$ cat src/rtl/pio_pkg.sv
// pio_pkg
// Shared definitions for the program loader slice: the loader state
// encoding, the instruction word width and the default address width.
// No ports; imported by prog_loader and byte_pair_assembler.
package pio_pkg;

  localparam int INSTR_W        = 16;
  localparam int DEFAULT_ADDR_W = 5;

  typedef enum logic [2:0] {
    LD_IDLE,
    LD_ADDR,
    LD_COUNT,
    LD_HI,
    LD_LO,
    LD_CHK,
    LD_DONE
  } ld_state_t;

endpackage

$ cat src/rtl/byte_pair_assembler.sv
// byte_pair_assembler
// Builds 16-bit instructions out of a high/low byte pair. The high byte is
// held until the low byte arrives, then the full word is presented for
// exactly one cycle alongside word_valid.
// Ports:
//   clk, rst    clock, asynchronous active-high reset
//   in_data     stream byte
//   hi_stb      in_data is the high byte of a word (accepted this edge)
//   lo_stb      in_data is the low byte of a word (accepted this edge)
//   word_valid  one-cycle strobe, the cycle after lo_stb
//   word        {hi, lo}, holds its value between strobes
module byte_pair_assembler
  import pio_pkg::*;
(
  input  logic               clk,
  input  logic               rst,
  input  logic [7:0]         in_data,
  input  logic               hi_stb,
  input  logic               lo_stb,
  output logic               word_valid,
  output logic [INSTR_W-1:0] word
);

  logic [7:0] hi_q;

  always_ff @(posedge clk or posedge rst) begin
    if (rst) begin
      hi_q       <= '0;
      word_valid <= 1'b0;
      word       <= '0;
    end else begin
      word_valid <= lo_stb;
      if (hi_stb) hi_q <= in_data;
      if (lo_stb) word <= {hi_q, in_data};
    end
  end

endmodule

$ cat src/rtl/prog_loader.sv
// prog_loader
// Byte-stream program loader feeding the instruction regfile write port.
// Frame: ADDR, COUNT (words = COUNT+1), COUNT+1 pairs of HI/LO bytes, and a
// trailing CHK byte when LOADER_CHECKSUM_EN is defined (running XOR of every
// byte from ADDR through the last LO). On completion the loaded window is
// published on wrap_bottom/wrap_top for the program counter.
// Optional feature macro: LOADER_CHECKSUM_EN.
// Ports:
//   clk, rst                clock, asynchronous active-high reset
//   in_data/in_valid/in_ready  byte stream handshake
//   write_addr/write_data/write_en  regfile write port, one strobe per word
//   wrap_bottom/wrap_top    first/last address of the last loaded program
//   loading                 a frame is in progress
//   done                    one-cycle pulse when a frame completes
//   error                   one-cycle checksum failure pulse (0 without macro)
module prog_loader
  import pio_pkg::*;
#(
  parameter int ADDR_W       = DEFAULT_ADDR_W,
  parameter int WRAP_TOP_RST = 31
) (
  input  logic               clk,
  input  logic               rst,
  input  logic [7:0]         in_data,
  input  logic               in_valid,
  output logic               in_ready,
  output logic [ADDR_W-1:0]  write_addr,
  output logic [INSTR_W-1:0] write_data,
  output logic               write_en,
  output logic [ADDR_W-1:0]  wrap_bottom,
  output logic [ADDR_W-1:0]  wrap_top,
  output logic               loading,
  output logic               done,
  output logic               error
);

  ld_state_t state, next_state;

  logic              accept;
  logic [ADDR_W-1:0] cur_addr;
  logic [ADDR_W-1:0] start_addr;
  logic [ADDR_W-1:0] count_m1;
  logic [ADDR_W-1:0] words_left;
  logic              last_word;

  assign accept    = in_valid && in_ready;
  assign last_word = (words_left == '0);

  always_ff @(posedge clk or posedge rst) begin
    if (rst) state <= LD_IDLE;
    else     state <= next_state;
  end

  always_comb begin
    next_state = state;
    in_ready   = 1'b0;
    unique case (state)
      LD_IDLE:  next_state = LD_ADDR;
      LD_ADDR: begin
        in_ready = 1'b1;
        if (accept) next_state = LD_COUNT;
      end
      LD_COUNT: begin
        in_ready = 1'b1;
        if (accept) next_state = LD_HI;
      end
      LD_HI: begin
        in_ready = 1'b1;
        if (accept) next_state = LD_LO;
      end
      LD_LO: begin
        in_ready = 1'b1;
        if (accept) begin
          if (!last_word) next_state = LD_HI;
`ifdef LOADER_CHECKSUM_EN
          else            next_state = LD_CHK;
`else
          else            next_state = LD_DONE;
`endif
        end
      end
      LD_CHK: begin
        in_ready = 1'b1;
        if (accept) next_state = LD_DONE;
      end
      LD_DONE:  next_state = LD_IDLE;
      default:  next_state = LD_IDLE;
    endcase
  end

  byte_pair_assembler u_pair (
    .clk        (clk),
    .rst        (rst),
    .in_data    (in_data),
    .hi_stb     (accept && (state == LD_HI)),
    .lo_stb     (accept && (state == LD_LO)),
    .word_valid (write_en),
    .word       (write_data)
  );

`ifdef LOADER_CHECKSUM_EN
  logic [7:0] run_xor;
  logic       chk_ok;
`endif

  // Address counter, word countdown and window registers. The wrap window
  // is loaded on the edge that enters DONE, so it is already valid while
  // done is high. Address arithmetic wraps naturally at ADDR_W bits.
  always_ff @(posedge clk or posedge rst) begin
    if (rst) begin
      cur_addr    <= '0;
      start_addr  <= '0;
      count_m1    <= '0;
      words_left  <= '0;
      write_addr  <= '0;
      wrap_bottom <= '0;
      wrap_top    <= ADDR_W'(WRAP_TOP_RST);
`ifdef LOADER_CHECKSUM_EN
      run_xor     <= '0;
      chk_ok      <= 1'b0;
`endif
    end else if (accept) begin
      unique case (state)
        LD_ADDR: begin
          cur_addr   <= in_data[ADDR_W-1:0];
          start_addr <= in_data[ADDR_W-1:0];
`ifdef LOADER_CHECKSUM_EN
          run_xor    <= in_data;
`endif
        end
        LD_COUNT: begin
          count_m1   <= in_data[ADDR_W-1:0];
          words_left <= in_data[ADDR_W-1:0];
`ifdef LOADER_CHECKSUM_EN
          run_xor    <= run_xor ^ in_data;
`endif
        end
        LD_HI: begin
`ifdef LOADER_CHECKSUM_EN
          run_xor    <= run_xor ^ in_data;
`endif
        end
        LD_LO: begin
          write_addr <= cur_addr;
          cur_addr   <= cur_addr + 1'b1;
          words_left <= words_left - 1'b1;
`ifdef LOADER_CHECKSUM_EN
          run_xor    <= run_xor ^ in_data;
`else
          if (last_word) begin
            wrap_bottom <= start_addr;
            wrap_top    <= start_addr + count_m1;
          end
`endif
        end
        LD_CHK: begin
`ifdef LOADER_CHECKSUM_EN
          // A bad checksum leaves the previous window in place; words
          // already written are not rolled back.
          chk_ok <= (in_data == run_xor);
          if (in_data == run_xor) begin
            wrap_bottom <= start_addr;
            wrap_top    <= start_addr + count_m1;
          end
`endif
        end
        default: ;
      endcase
    end
  end

  assign loading = (state != LD_IDLE) && (state != LD_DONE);

`ifdef LOADER_CHECKSUM_EN
  assign done  = (state == LD_DONE) && chk_ok;
  assign error = (state == LD_DONE) && !chk_ok;
`else
  assign done  = (state == LD_DONE);
  assign error = 1'b0;
`endif

endmodule

$ cat config.mk
export PLATFORM = sky130hd
export DESIGN_NAME = prog_loader
export DESIGN_NICKNAME = d
export VERILOG_FILES = /design/src/rtl/pio_pkg.sv /design/src/rtl/byte_pair_assembler.sv /design/src/rtl/prog_loader.sv
export SDC_FILE = /design/constraint.sdc
export NUM_CORES = 1
export LEC_CHECK = 0
export CORE_MARGIN = 2
export CORE_UTILIZATION = 48
export CTS_CLUSTER_SIZE = 10
export DETAILED_ROUTE_END_ITERATION = 6
export HOLD_SLACK_MARGIN = 0.02
export MAX_ROUTING_LAYER = met4
export PLACE_DENSITY = 0.74
export SYNTH_ARGS = -nofsm -noshare
export SYNTH_HDL_FRONTEND = slang
export SYNTH_SLANG_ARGS = --single-unit
$ cat constraint.sdc
create_clock -name clk -period 2.29 [get_ports clk]
set_input_delay 0.687 -clock clk [delete_from_list [all_inputs] [get_ports clk]]
set_output_delay 0.687 -clock clk [all_outputs]
set_load 0.05 [all_outputs]
Yosys cells after proc, flatten, opt, wreduce, memory -nomap -nowiden
Cells that the tools add are included.
{"block": "classes", "n_addsub": 3, "eq_ne": 12, "mux": 10, "n_reduce_logical": 17}
{"operator": "$pmux W5 S2", "count": 2}
{"operator": "$mux W3", "count": 6}
{"operator": "$pmux W3 S6", "count": 1}
{"operator": "$ne A2 B2 Y1 const B", "count": 5}
{"operator": "$reduce_and A2 Y1", "count": 5}
{"operator": "$eq A3 B3 Y1 const B", "count": 3}
{"operator": "$eq A3 B2 Y1 const B", "count": 2}
{"operator": "$add A5 B1 Y5 const B", "count": 1}
{"operator": "$add A5 B5 Y5", "count": 1}
{"operator": "$logic_not A5 Y1", "count": 1}
{"operator": "$reduce_and A5 Y1", "count": 1}
{"operator": "$reduce_or A5 Y1", "count": 1}
{"operator": "$sub A5 B1 Y5 const B", "count": 1}
{"operator": "$logic_and A1 B1 Y1", "count": 4}
{"operator": "$reduce_bool A2 Y1", "count": 2}
{"operator": "$eq A3 B1 Y1 const B", "count": 1}
{"operator": "$logic_not A3 Y1", "count": 1}
{"operator": "$ne A3 B3 Y1 const B", "count": 1}
{"operator": "$reduce_and A3 Y1", "count": 1}
{"operator": "$reduce_bool A3 Y1", "count": 1}
{"operator": "$mux W1", "count": 1}
{"block": "totals", "ff_bits": 63, "out_inout_bits": 36, "wordCells": 53}

Depth between registers and ports, before layout
{"block": "logic_depth", "depth_word": 6, "depth_mapped": 7}

By module
Synthesis repeated with hierarchy kept, for this count alone.
{"block": "hier_totals", "hier_cells": 218, "hier_area_um2": 2936.6}
{"module": "prog_loader", "instances": 1, "cells_per_inst": 165, "area_each_um2": 1963.1, "seq_area_each_um2": 957.2}
{"module": "byte_pair_assembler", "instances": 1, "cells_per_inst": 53, "area_each_um2": 973.4, "seq_area_each_um2": 625.6}

Worst setup path after synthesis
OpenSTA, ideal clock, no wires.
{"block": "synth_path", "kind": "reg-to-output", "from": "register state[0]", "to": "output in_ready", "arrival_ps": 1463, "required_time_ps": 1603, "path_slack_ps": 140, "path_stages_with_launch": 4, "cell_sequence": "dfrtp_1 > buf_2 > nor3_1 > a21oi_1"}
{"block": "synth_between", "elab_chain_cells": 3, "word_cells_on_any_way": 7, "cone_classes": "eq/ne: 5; mux: 1; reduce/logical: 1"}
{"item": "start, declared", "line_no": "prog_loader.sv:37", "source": "ld_state_t state, next_state;"}
{"item": "start signal, assigned", "line_no": "prog_loader.sv:51", "source": "else state <= next_state;"}
{"item": "$eq A3 B2 Y1, or another cell as far along", "line_no": "prog_loader.sv:57", "source": "unique case (state)"}
{"item": "$reduce_or A5 Y1 (no source line) *"}
{"item": "$mux W1 *", "line_no": "prog_loader.sv:57"}
{"item": "end, declared", "line_no": "prog_loader.sv:26", "source": "output logic in_ready,"}
Mark *: on every way between the ends. The rest lies on a longest branch, timed or not.

Worst setup path in the final report
{"block": "layout_path", "from": "register state[2]", "to": "output done"}
{"block": "layout_between", "elab_chain_cells": 1}
{"item": "$eq A3 B3 Y1", "line_no": "prog_loader.sv:178", "source": "assign done = (state == LD_DONE);"}
{"item": "end, declared", "line_no": "prog_loader.sv:33", "source": "output logic done,"}
No other way between the ends.

==> results.md <==
- Clock Tree Buf Depth: 2
- Main combinational cell family by area after synthesis: multiplexers
- Chip Width: 81.3 um
- Share of cells above drive strength 1: 28.0%
- TritonCTS clock tree: done
- Cell Pwr Density: 1570 nW/um2
- # fillers: 453
- CORE AREA: 5850 um2
- Tmin final: 2.21 ns
- HPWL after DPL: 3690 um
- CP arrival: 1.52 ns
- Placer Congestion: 0.768
- CTS clk-pin slew, worst paths: 0.06 ns
- Post-Synth Adder-Cell Area: 3.31%
- Final setup viols: 0
- Compound-Gate Fraction of Synth Area: 8.29%
- Post-Synthesis Cells: 219
- Post-synth EDFFs: 0
- Placed Cells: 338
- Hold_buf cts: 0
- Total gr overflow: 0
- Largest net degree at the start of global routing: 64
- CTS buffer count: 9
- Final Hold Fails: 0
- Critical path class: register to output port
- N_diodes: 0
- #FFs+latches synth: 63
- Largest area contributor in the netlist: dfrtp_1
- Via count: 1842
- Mapped Nets: 237
- Post-route cell area: 3640 um2
- Area added between synthesis and finish: 27.0%
- Placed instance area: 3430 um2
- Skew-Pair Late Insertion Delay: 0.34 ns
- Commonest cells post-synth: dfrtp_1, mux2_2, nand2_1, mux2_1, o21ai_0
- First-pass GRT wire length: 8940 um
- Post-synth ARST share: 100%
- DR pass1 iterations: 4
- Peak Freq: 453 MHz
- Die area: 6610 um2
- Dominant cells by area after synthesis: dfrtp_1, mux2_2, mux2_1
- Maxcap violations: 0
- Seq/Total Area, Yosys: 55.2%
- Post-synth top area share: 50.6%
- Hold Path Class: register to register
- I/O pin count: 47
- Average vias per placed instance: 5.20
- Pleak: 1.64 nW
- Post-route antenna net violation count: 0
- GRT Total Usage: 19.0%
- Resize count post-CTS: 0
- Cell breakdown of the critical path: nor2b_1, and2_1, buf_12
- Routed WL: 5430 um
- Synthesized area per cell: 13.1 um2
- Required @ worst endpoint: 1.60 ns
- RSZ-0062 raised after global routing: no
- Synth Area in XOR/XNOR: 1.79%
- Synthesis Warnings: 0
- Skew final: 0.00763 ns
- Mapped Area: 2870 um2
- CP max stage delay: 0.62 ns
- Row count: 28
- WL/cell: 15.3 um
- Crit path max fanout: 15
- Vias in the first global route: 1853
- Run status: finished, final reports clean
- Least-Margin Pin Slew: 0.577 ns
- Post-Synth Simple-Gate Area: 9.38%
- Final Instance Count excl. Fillers: 354
- Netlist cell types: 43
- CP endpoint kind: output port
- Post-CTS setup buffers: 0
- Most used DFF post-synth: dfrtp_1
- Die Y: 81.3 um
- Drt first-iter violations: 125
- Tcrit/Tclk final: 96.4%
- Slew Limit Fails: 0
- Starting Density: 49.0%
- Relative slew slack: 61.4%
- Most common cell in the netlist: dfrtp_1
- VDD IR-drop max: 0.846 mV
- # DRC: 0
- I/O Buffers: 45
- Slowest CP cell: dfrtp_1
- H-tree depth: 3
- # clock sinks: 63
- Fin nets: 292
- Initial antenna violation count: 0
- CTS Root Buffer Type: clkbuf_8
- Mux cell area share after synthesis: 19.0%
- Startpoint Class: register
## sequential cells by signal, summed over array words and instances, names as in the netlist
signal / cells
count_m1: 5
cur_addr: 5
start_addr: 5
state: 3
u_pair.hi_q: 8
u_pair.word: 16
u_pair.word_valid: 1
words_left: 5
wrap_bottom: 5
wrap_top: 5
write_addr: 5
## final cells by class
type / count / area, um2 / area share (%)
sequential: 63 / 1580 / 43.5
clock inverter: 3 / 40.0 / 1.10
multi-input combinational: 143 / 1200 / 33.0
tap: 75 / 93.8 / 2.58
inverter: 4 / 15.0 / 0.412
timing repair buffer: 53 / 541 / 14.8
clock buffer: 13 / 169 / 4.64
## kinds of logic after synthesis
logic type               Yosys count
XOR/XNOR                           5
adder cells (fa/ha/maj)            7
flip-flops                        63
multiplexers                      47
other                              1
AO/OA/AOI/OAI                     38
AND/OR/NAND/NOR                   45
buffers and inverters             13
## worst max-delay path: cells and delay by family, from the launching register on
family,cells,cell delay (ns)
buffers and inverters,1,0.15
DFF,1,0.62
and+or+nand+nor,2,0.43
## power by group
part,switching [W],internal [W],leakage (nW)
Combinational,0.00153,0.00117,0.768
Clock,0.000407,0.000589,0.109
Sequential,0.000406,0.00162,0.765
## per-stage QoR
stage / setup slack, ns / power, W / utilization [%] / hold slack [ns] / setup TNS (ns)
final: 0.0829 / 0.00573 / 62.3 / 0.481 / 0
after global routing: 0.00119 / 0.00606 / 62.3 / 0.498 / 0
after CTS: 0.0626 / 0.00578 / 62.3 / 0.485 / 0
after detailed placement: -0.0343 / 0.00476 / 58.7 / 0.472 / -0.299
after global placement: 0.0237 / 0.00467 / 58.7 / 0.466 / 0
after floorplan: 0.0415 / 0.00391 / - / 0.459 / 0
## worst paths after layout
kind / from / to / cells past startpoint / slack, ns
max in group asynchronous: rst / wrap_top[4] / 3 / 1.23
min in group asynchronous: rst / u_pair.word_valid / 3 / 0.72
worst max register to register: state[0] / words_left[1] / 4 / 0.48
worst min-delay path: wrap_top[4] / wrap_top[4] / 2 / 0.48
worst max-delay path: state[2] / done / 3 / 0.08
worst min register to register: wrap_top[4] / wrap_top[4] / 2 / 0.48
## metal layers
layer	track usage, %	vias up	share of wire, %
met5	-	-	0
met4	12.0	0	2.2
met3	3.56	9	3.6
met2	27.6	39	48
met1	24.4	909	46
li1	-	885	-
## placed cells by master (no fill, tap or decap), types with 2 or more instances in the layout
master / instances
a21o_1: 4
a21oi_1: 8
a22o_1: 4
and3_1: 2
buf_12: 4
buf_4: 12
clkbuf_8: 12
clkdlybuf4s50_1: 37
clkinv_2: 2
dfrtp_1: 58
dfstp_2: 5
ha_1: 6
inv_1: 3
mux2_1: 15
mux2_2: 28
mux2_4: 4
nand2_1: 17
nand2b_1: 5
nand3_1: 2
nor2_1: 5
nor2b_1: 2
nor3_1: 2
o21ai_0: 14
o21ai_2: 2
xnor2_1: 3
No activity file was read; power rests on OpenSTA's default activity.
